### config.mk
export PLATFORM = sky130hd
export DESIGN_NAME = ram_pipe_flat
export DESIGN_NICKNAME = d
export VERILOG_FILES = /design/src/rtl/ram_pkg.sv /design/src/rtl/ram_pipe_if.sv /design/src/rtl/ram_clear_fsm.sv /design/src/rtl/ram_pipe.sv /design/src/flat_wrapper.sv
export SDC_FILE = /design/constraint.sdc
export NUM_CORES = 2
export LEC_CHECK = 0
export CORE_MARGIN = 3
export CORE_UTILIZATION = 40
export DETAILED_ROUTE_END_ITERATION = 7
export PLACE_DENSITY = 0.62
export SYNTH_ARGS = -nofsm -noshare
export SYNTH_HDL_FRONTEND = slang
export SYNTH_SLANG_ARGS = --single-unit
### constraint.sdc
create_clock -name clk -period 6.3 [get_ports clk]
set_input_delay 1.575 -clock clk [delete_from_list [all_inputs] [get_ports clk]]
set_output_delay 1.575 -clock clk [all_outputs]
set_load 0.02 [all_outputs]
### src/rtl/ram_pkg.sv
// Shared types, constants and helpers for the ram_pipe storage primitive.
package ram_pkg;

    typedef enum logic {
        RAM_CLEAR = 1'b0,
        RAM_IDLE  = 1'b1
    } ram_state_t;

    localparam int BYTE_W = 8;

    // Even parity: the stored bit makes the total number of ones in byte+bit even.
    function automatic logic byte_parity(input logic [BYTE_W-1:0] b);
        return ^b;
    endfunction

endpackage

### src/rtl/ram_pipe_if.sv
// Request/response bundle between a client and one ram_pipe instance.
interface ram_pipe_if #(
    parameter int addrwidth = 8,
    parameter int datawidth = 8
);
    localparam int nbytes = datawidth / 8;

    // A request (ren and/or wen) is taken on every rising edge where busy=0;
    // there is no back-pressure beyond busy. Each taken read returns exactly one
    // single-cycle rvalid pulse, in issue order, with data_out/parity_err aligned.
    logic [addrwidth-1:0] address;
    logic                 ren;
    logic                 wen;
    logic [nbytes-1:0]    be;
    logic [datawidth-1:0] data_in;
    logic [datawidth-1:0] data_out;
    logic                 rvalid;
    logic                 busy;
    logic                 parity_err;

    modport master (
        output address, ren, wen, be, data_in,
        input  data_out, rvalid, busy, parity_err
    );

    modport slave (
        input  address, ren, wen, be, data_in,
        output data_out, rvalid, busy, parity_err
    );

endinterface

### src/rtl/ram_clear_fsm.sv
// Post-reset clear sequencer: walks every address once, emitting a zero-write strobe.
module ram_clear_fsm
    import ram_pkg::*;
#(
    parameter int addrwidth      = 8,
    parameter int clear_on_reset = 1
) (
    input  logic                 clk,
    input  logic                 rst,
    output logic                 busy,
    output logic [addrwidth-1:0] clr_addr,
    output logic                 clr_we,
    output ram_state_t           state
);

    localparam ram_state_t RESET_STATE = (clear_on_reset != 0) ? RAM_CLEAR : RAM_IDLE;

    ram_state_t           state_q, state_d;
    logic [addrwidth-1:0] cnt_q, cnt_d;

    always_ff @(posedge clk or posedge rst) begin
        if (rst) begin
            state_q <= RESET_STATE;
            cnt_q   <= '0;
        end else begin
            state_q <= state_d;
            cnt_q   <= cnt_d;
        end
    end

    always_comb begin
        state_d  = state_q;
        cnt_d    = cnt_q;
        busy     = 1'b0;
        clr_we   = 1'b0;
        clr_addr = cnt_q;
        case (state_q)
            RAM_CLEAR: begin
                busy   = 1'b1;
                clr_we = 1'b1;
                cnt_d  = cnt_q + 1'b1;
                if (cnt_q == '1) begin
                    state_d = RAM_IDLE;
                end
            end
            RAM_IDLE: begin
                busy = 1'b0;
            end
            default: begin
                state_d = RESET_STATE;
            end
        endcase
    end

    assign state = state_q;

endmodule

### src/rtl/ram_pipe.sv
// Single-clock byte-writable RAM with write-first reads, 1- or 2-cycle read latency
// and a post-reset clear. Optional per-byte even parity under `RAM_PARITY_EN.
module ram_pipe
    import ram_pkg::*;
#(
    parameter int addrwidth      = 8,
    parameter int datawidth      = 8,
    parameter int rdlatency      = 1,
    parameter int clear_on_reset = 1
) (
    input logic      clk,
    input logic      rst,
    ram_pipe_if.slave bus
);

    localparam int nbytes = datawidth / BYTE_W;
    localparam int depth  = 1 << addrwidth;

    logic                 busy;
    logic                 clr_we;
    logic [addrwidth-1:0] clr_addr;
    ram_state_t           clr_state;
    logic                 idle;

    ram_clear_fsm #(
        .addrwidth      (addrwidth),
        .clear_on_reset (clear_on_reset)
    ) u_clear (
        .clk      (clk),
        .rst      (rst),
        .busy     (busy),
        .clr_addr (clr_addr),
        .clr_we   (clr_we),
        .state    (clr_state)
    );

    assign idle     = (clr_state == RAM_IDLE);
    assign bus.busy = busy;

    // Write port: the clear sequencer owns it while busy, user requests are dropped.
    logic                 wr_en;
    logic [addrwidth-1:0] wr_addr;
    logic [datawidth-1:0] wr_data;
    logic [nbytes-1:0]    wr_be;

    always_comb begin
        wr_en   = bus.wen & idle;
        wr_addr = bus.address;
        wr_data = bus.data_in;
        wr_be   = bus.be;
        if (busy) begin
            wr_en   = clr_we;
            wr_addr = clr_addr;
            wr_data = '0;
            wr_be   = '1;
        end
    end

    logic [datawidth-1:0] mem_q [depth];

    always_ff @(posedge clk) begin
        for (int i = 0; i < nbytes; i++) begin
            if (wr_en && wr_be[i]) begin
                mem_q[wr_addr][i*BYTE_W +: BYTE_W] <= wr_data[i*BYTE_W +: BYTE_W];
            end
        end
    end

    // Read port: a same-cycle write to the same address is merged in byte by byte.
    logic                 rd_acc;
    logic [datawidth-1:0] rd_old;
    logic [datawidth-1:0] rd_word;
    logic                 rd_perr;

    assign rd_acc = bus.ren & idle;
    assign rd_old = mem_q[bus.address];

    always_comb begin
        rd_word = rd_old;
        for (int i = 0; i < nbytes; i++) begin
            if (wr_en && wr_be[i]) begin
                rd_word[i*BYTE_W +: BYTE_W] = wr_data[i*BYTE_W +: BYTE_W];
            end
        end
    end

`ifdef RAM_PARITY_EN
    logic [nbytes-1:0] par_q [depth];
    logic [nbytes-1:0] wr_par;
    logic [nbytes-1:0] rd_par;
    logic [nbytes-1:0] rd_calc;

    always_comb begin
        wr_par  = '0;
        rd_par  = '0;
        rd_calc = '0;
        for (int i = 0; i < nbytes; i++) begin
            wr_par[i]  = byte_parity(wr_data[i*BYTE_W +: BYTE_W]);
            rd_par[i]  = (wr_en && wr_be[i]) ? wr_par[i] : par_q[bus.address][i];
            rd_calc[i] = byte_parity(rd_word[i*BYTE_W +: BYTE_W]);
        end
        rd_perr = |(rd_calc ^ rd_par);
    end

    always_ff @(posedge clk) begin
        for (int i = 0; i < nbytes; i++) begin
            if (wr_en && wr_be[i]) begin
                par_q[wr_addr][i] <= wr_par[i];
            end
        end
    end
`else
    assign rd_perr = 1'b0;
`endif

    // First output stage: registered array output. Data holds between reads.
    logic                 s1_valid_q, s1_valid_d;
    logic                 s1_perr_q, s1_perr_d;
    logic [datawidth-1:0] s1_data_q, s1_data_d;

    always_comb begin
        s1_valid_d = rd_acc;
        s1_perr_d  = rd_acc & rd_perr;
        s1_data_d  = rd_acc ? rd_word : s1_data_q;
    end

    always_ff @(posedge clk or posedge rst) begin
        if (rst) begin
            s1_valid_q <= 1'b0;
            s1_perr_q  <= 1'b0;
            s1_data_q  <= '0;
        end else begin
            s1_valid_q <= s1_valid_d;
            s1_perr_q  <= s1_perr_d;
            s1_data_q  <= s1_data_d;
        end
    end

    generate
        if (rdlatency == 2) begin : g_lat2
            logic                 s2_valid_q, s2_valid_d;
            logic                 s2_perr_q, s2_perr_d;
            logic [datawidth-1:0] s2_data_q, s2_data_d;

            always_comb begin
                s2_valid_d = s1_valid_q;
                s2_perr_d  = s1_perr_q;
                s2_data_d  = s1_valid_q ? s1_data_q : s2_data_q;
            end

            always_ff @(posedge clk or posedge rst) begin
                if (rst) begin
                    s2_valid_q <= 1'b0;
                    s2_perr_q  <= 1'b0;
                    s2_data_q  <= '0;
                end else begin
                    s2_valid_q <= s2_valid_d;
                    s2_perr_q  <= s2_perr_d;
                    s2_data_q  <= s2_data_d;
                end
            end

            assign bus.rvalid     = s2_valid_q;
            assign bus.data_out   = s2_data_q;
            assign bus.parity_err = s2_perr_q;
        end else begin : g_lat1
            assign bus.rvalid     = s1_valid_q;
            assign bus.data_out   = s1_data_q;
            assign bus.parity_err = s1_perr_q;
        end
    endgenerate

endmodule

### src/flat_wrapper.sv
// flat-port wrapper written by rule: the top's interface ports become plain ports
module ram_pipe_flat import ram_pkg::*;
#(
    parameter int addrwidth      = 8,
    parameter int datawidth      = 8,
    parameter int rdlatency      = 1,
    parameter int clear_on_reset = 1
)
  (clk, rst, bus_address, bus_ren, bus_wen, bus_be, bus_data_in, bus_data_out, bus_rvalid, bus_busy, bus_parity_err);
  ram_pipe_if #(.addrwidth(addrwidth), .datawidth(datawidth)) bus_i ();
  input logic clk;
  input logic rst;
  input wire logic [$bits(bus_i.address)-1:0] bus_address;
  input wire logic [$bits(bus_i.ren)-1:0] bus_ren;
  input wire logic [$bits(bus_i.wen)-1:0] bus_wen;
  input wire logic [$bits(bus_i.be)-1:0] bus_be;
  input wire logic [$bits(bus_i.data_in)-1:0] bus_data_in;
  output wire logic [$bits(bus_i.data_out)-1:0] bus_data_out;
  output wire logic [$bits(bus_i.rvalid)-1:0] bus_rvalid;
  output wire logic [$bits(bus_i.busy)-1:0] bus_busy;
  output wire logic [$bits(bus_i.parity_err)-1:0] bus_parity_err;
  assign bus_i.address = bus_address;
  assign bus_i.ren = bus_ren;
  assign bus_i.wen = bus_wen;
  assign bus_i.be = bus_be;
  assign bus_i.data_in = bus_data_in;
  assign bus_data_out = bus_i.data_out;
  assign bus_rvalid = bus_i.rvalid;
  assign bus_busy = bus_i.busy;
  assign bus_parity_err = bus_i.parity_err;
  ram_pipe #(.addrwidth(addrwidth), .datawidth(datawidth), .rdlatency(rdlatency), .clear_on_reset(clear_on_reset)) u_core (.clk(clk), .rst(rst), .bus(bus_i));
endmodule
# Word level (Yosys, flattened, before mapping)
# Memory sizes are Yosys's and may differ from the RTL's. A register that Yosys moved wholly into a read port is not among the register bits.
# Index checks and enable logic that the tools add are counted.
[word_totals]
output_inout_bits = 11
input_bits = 21
elab_cells = 20
regBits = 10
ramBits = 2048
n_memories = 1
[op_classes]
bitwise = 3
add_sub_neg = 1
n_mux = 10
n_eq_ne = 1
n_reduce_logical = 1
[mem_list]
columns = ["name", "words", "width", "rd", "rd_clocked_by_memory_dff", "wr", "line", "rtl"]
rows = [
  ["u_core.mem_q", 256, 8, 1, 1, 1, "ram_pipe.sv:59", "logic [datawidth-1:0] mem_q [depth];"],
]
[op_table]
columns = ["op", "n"]
rows = [
  ["$mux W8", 2],
  ["$add A8 B1 Y8 const B", 1],
  ["$eq A8 B8 Y1 const B", 1],
  ["$mux W1", 7],
  ["$and A1 B1 Y1", 2],
  ["$pmux W1 S2", 1],
  ["$logic_and A1 B1 Y1", 1],
  ["$not A1 Y1", 1],
]

# Depth between registers and ports, before layout
[logic_depth]
depth_word = 6
ltp_mapped = 12
mapped_depth_nobuf = 7

# Cells and area by module
# From an unflattened synthesis, not the netlist that was laid out.
[hier_totals]
hier_cells = 3794
hier_area_um2 = 81006.4
[by_module_without_submodules]
columns = ["module", "area_per_inst_um2", "cells_each", "seq_area_each_um2", "instances"]
rows = [
  ["ram_pipe", 80596.0, 3763, 61724.2, 1],
  ["ram_clear_fsm", 410.4, 31, 225.2, 1],
]

# Worst setup path after synthesis
# No wires, ideal clock.
[synth_timing]
path_type = "input-to-reg"
from = "input port bus_data_in[0]"
to = "memory u_core.mem_q[0][0], data pin"
path_buffers = 0
t_required_ps = 5433
arrival_time_ps = 4802
path_stages = 1
setup_slack_ps = 631
setup_ps = 867
cell_sequence = "and2_1"
[synth_between]
elab_chain_len = 1
[synth_rtl]
columns = ["element", "line", "rtl"]
rows = [
  ["from (decl)", "flat_wrapper.sv:17", "input wire logic [$bits(bus_i.data_in)-1:0] bus_data_in;"],
  ["$mux W8", "ram_pipe.sv:51", "if (busy) begin"],
  ["to (decl)", "ram_pipe.sv:59", ""],
]
# No other way between the ends.

# Worst setup path in the final report
[layout_timing]
from = "register u_core.u_clear.state_q, in the netlist u_core.u_clear.state"
to = "output port bus_busy"
[layout_between]
elab_chain_len = 2
[layout_rtl]
columns = ["element", "line", "rtl"]
rows = [
  ["from (decl)", "ram_clear_fsm.sv:18", "ram_state_t state_q, state_d;"],
  ["from (signal assigned)", "ram_clear_fsm.sv:26", "state_q <= state_d;"],
  ["$not A1 Y1", "n/a", ""],
  ["$pmux W1 S2 *", "ram_clear_fsm.sv:37", "case (state_q)"],
  ["to (decl)", "flat_wrapper.sv:20", "output wire logic [$bits(bus_i.busy)-1:0] bus_busy;"],
]
# Every way passes the cells marked *; elsewhere a longest branch is shown, timed or not.

==> out/results.md <==
| Quantity | Value | Unit |
|:---|:---|:---|
| Worst Setup End Kind | output port | - |
| Met3 usage in global routing | 3.53 | % |
| Top FF cell, synth | sky130_fd_sc_hd__edfxtp_1 | - |
| Cell at the slowest stage of the critical path | sky130_fd_sc_hd__dfrtp_1 | - |
| Clock tree skew after final layout | 0.0566 | ns |
| Static Leakage | 0.0225 | uW |
| Longest Clk Path Bufs | 3 | - |
| Clock tree from TritonCTS | yes | - |
| Number of vias per cell | 5.80 | - |
| Cells after synthesis | 3769 | - |
| Number of CTS-inserted buffers | 203 | - |
| Global placement routability congestion | 0.875 | - |
| Crit Path Class | reg2out | - |
| Seq/Total Area, Yosys | 77.2 | % |
| Sw power | 5620 | uW |
| Synth warnings | 0 | - |
| Core box area | 198000 | um2 |
| Vias post-DR | 39200 | - |
| Highest Clock Rate | 200 | MHz |
| Maximum fanout along the worst path | 35 | - |
| First-pass GRT wire length | 289000 | um |
| Largest stage delay, worst path | 1.22 | ns |
| Horizontal die dimension | 454 | um |
| Power share of the clock group | 44.3 | % |
| Leading cell types in the layout, fill and taps excluded | 2048 x sky130_fd_sc_hd__edfxtp_1, 510 x sky130_fd_sc_hd__mux4_2, 282 x sky130_fd_sc_hd__nor2_1 | - |
| Cell-internal power | 22200 | uW |
| Number of enable flip-flop cells after synthesis | 2048 | - |
| Number of global-route vias before repair | 39400 | - |
| Count of unresolved DRC violations after routing | 0 | - |
| Share of post-route cells with drive strength above 1 | 25.6 | % |
| Busiest metal layer after global routing | met2 | - |
| Row count | 163 | - |
| Number of max-cap violations | 0 | - |
| Routed wirelength normalized by instance count | 29.4 | um |
| Setup repair after global routing missed its margin | false | - |
| IO Pins | 32 | - |
| H-tree levels | 4 | - |
| Area growth from synthesis to final layout | 13.8 | % |
| Nets@finish | 3981 | - |
| Combinational group share of total power | 2.2 | % |
| Pre-antenna DRT Iters | 6 | - |
| P per Cell Area | 305 | nW/um2 |
| Die area | 206000 | um2 |
| # resized after CTS | 0 | - |
| Aggregate routed wire length | 199000 | um |
| Aggregate global-route resource usage | 19.3 | % |
| Dpl hpwl | 122000 | um |
| Asr flop ratio synth | 0.871 | % |
| Clock slew at reported path FFs | 0.06 | ns |
| Largest net degree at the start of global routing | 165 | - |
| I/O Buffers | 30 | - |
| Critical path, cell by cell | inv_1 > clkdlybuf4s50_1 | - |
| Switching part of the total power | 20.2 | % |
| Netlist area before placement | 80200 | um2 |
| Final global-route overflow total | 0 | - |
| Commonest non-fill, non-tap cell in the layout | sky130_fd_sc_hd__edfxtp_1 | - |
| Starting density of the core | 40.4 | % |
| Arrival @ worst endpoint | 3.43 | ns |
| Initial antenna violation count | 4 | - |
| DR iter-0 viols | 4727 | - |
| Fillers | 16300 | - |
| Endpoints failing hold | 0 | - |
| Overall power after layout | 27800 | uW |
| Post-cts hold buffer count | 0 | - |
| Die Y | 454 | um |
| Grt met1 use | 27.9 | % |
| Distinct cell type count after synthesis | 60 | - |
| Count of cells along the worst register-to-register path | 5 | - |
| Worst-case vdd ir drop | 231 | uV |
| Worst-Skew Late Latency | 0.84 | ns |
| Worst slew pin tran | 1.31 | ns |
| Clock Sinks | 2066 | - |
| Post-Syn Nets | 3791 | - |
| Fraction of the cycle the final worst path needs | 79.4 | % |
| Total negative setup slack | 0 | ns |
| Type of the tightest min-delay check | reg2reg | - |
| Final period demand of the worst path | 5.00 | ns |
| Count of endpoints failing setup in the final report | 0 | - |
| CTS root buf | sky130_fd_sc_hd__clkbuf_16 | - |
| Post-CTS setup repair buffer count | 0 | - |
| Cell depth of the worst min-delay path | 1 | - |
| Post-Syn Area per Cell | 21.3 | um2 |
| Met2 Use GR | 29.6 | % |
| Data required, critical path | 4.72 | ns |
| Post-synthesis register bit count | 2066 | - |
| Sequential fraction of design power | 53.4 | % |
| Count of pins over their slew limit | 0 | - |
| Nature of the critical path startpoint | flip-flop | - |
| Remaining antenna violation count after routing | 0 | - |
| Headroom to the max-slew limit | 12.5 | % |
| Status | finished clean | - |
==> worst paths after layout <==
check / startpoint / endpoint / slack, ns
min: u_core.u_clear.clr_addr[6] / u_core.u_clear.clr_addr[6] / 0.52
min reg2reg: u_core.u_clear.clr_addr[6] / u_core.u_clear.clr_addr[6] / 0.52
max in group asynchronous: rst / u_core.u_clear.clr_addr[3] / 4.52
max reg2reg: u_core.u_clear.state / u_core.mem_q[145][4] / 1.74
max: u_core.u_clear.state / bus_busy / 1.30
min in group asynchronous: rst / u_core.bus.data_out[2] / 1.23
==> Yosys cell counts (40+ instances only) <==
| master | count | share of area [%] |
|---|---|---|
| sky130_fd_sc_hd__a211oi_1 | 42 | 0.39 |
| sky130_fd_sc_hd__buf_2 | 60 | 0.37 |
| sky130_fd_sc_hd__clkbuf_1 | 97 | 0.45 |
| sky130_fd_sc_hd__edfxtp_1 | 2048 | 77 |
| sky130_fd_sc_hd__mux2_2 | 49 | 0.69 |
| sky130_fd_sc_hd__mux2i_1 | 40 | 0.50 |
| sky130_fd_sc_hd__mux4_2 | 510 | 14 |
| sky130_fd_sc_hd__nand2_1 | 70 | 0.33 |
| sky130_fd_sc_hd__nand3_1 | 41 | 0.26 |
| sky130_fd_sc_hd__nor2_1 | 282 | 1.3 |
| sky130_fd_sc_hd__nor3_1 | 54 | 0.34 |
| sky130_fd_sc_hd__o22ai_1 | 116 | 0.90 |
==> area by class of cell <==
| cell class | count | area [um2] | area share, % |
|---|---|---|---|
| Clock inverter | 118 | 1500 | 1.64 |
| Clock buffer | 253 | 5330 | 5.84 |
| Timing Repair Buffer | 215 | 2030 | 2.23 |
| Tap cell | 2640 | 3300 | 3.62 |
| Multi-Input combinational cell | 1464 | 17100 | 18.7 |
| Antenna cell | 2 | 5.00 | 0.00548 |
| Sequential cell | 2066 | 61900 | 67.9 |
| Inverter | 9 | 33.8 | 0.0370 |
==> routing by layer <==
| layer | wire length (um) | share of wire, % |
|---|---|---|
| met3 | 15600 | 7.8 |
| met5 | 0 | 0 |
| met2 | 93700 | 47 |
| met1 | 82800 | 42 |
| met4 | 6630 | 3.3 |
==> registers in the layout, indices dropped and copies added (netlist names) <==
name                     flops
u_core.mem_q              2048
u_core.bus.rvalid            1
u_core.u_clear.clr_addr      8
u_core.bus.data_out          8
u_core.u_clear.state         1
==> metrics by stage <==
step / area [um2] / util (%) / std cells / worst slack (ns) / hold WS, ns
floorplan: 80200 / - / 3769 / 0.631 / 0.484
global placement: 84400 / 42.5 / 6394 / 0.723 / 0.507
detailed placement: 84400 / 42.5 / 6394 / 0.660 / 0.505
CTS: 91200 / 46.0 / 6765 / 1.32 / 0.519
global route: 91200 / 46.0 / 6765 / 1.16 / 0.548
finish: 91300 / 46.0 / 6767 / 1.30 / 0.521
==> power by group through the flow <==
stage | Combinational (uW) | Sequential (uW) | Clock (uW)
finish | 624 | 14900 | 12300
floorplan | 420 | 15200 | 0
global route | 659 | 14900 | 13100
global placement | 631 | 15200 | 0
CTS | 633 | 14900 | 12500
detailed placement | 632 | 15200 | 0
==> worst max-delay path, delay by kind of cell (launching register included) <==
kind / cells / cell delay, ns
DFF: 1 / 1.22
buffers and inverters: 2 / 1.36
==> logic make-up (layout without fill, tap and decap cells) <==
logic type               Yosys count  after routing  synth area share [%]
other                              1              3               0.00467
multiplexers                     599            599                  15.5
flip-flops                      2066           2066                  77.2
buffers and inverters            239            595                  1.53
AO/OA/AOI/OAI                    286            286                  2.42
XOR/XNOR                           7              7                0.0764
AND/OR/NAND/NOR                  570            570                  3.22
adder cells (fa/ha/maj)            1              1                0.0156
Power figures use the tool's default switching activity.
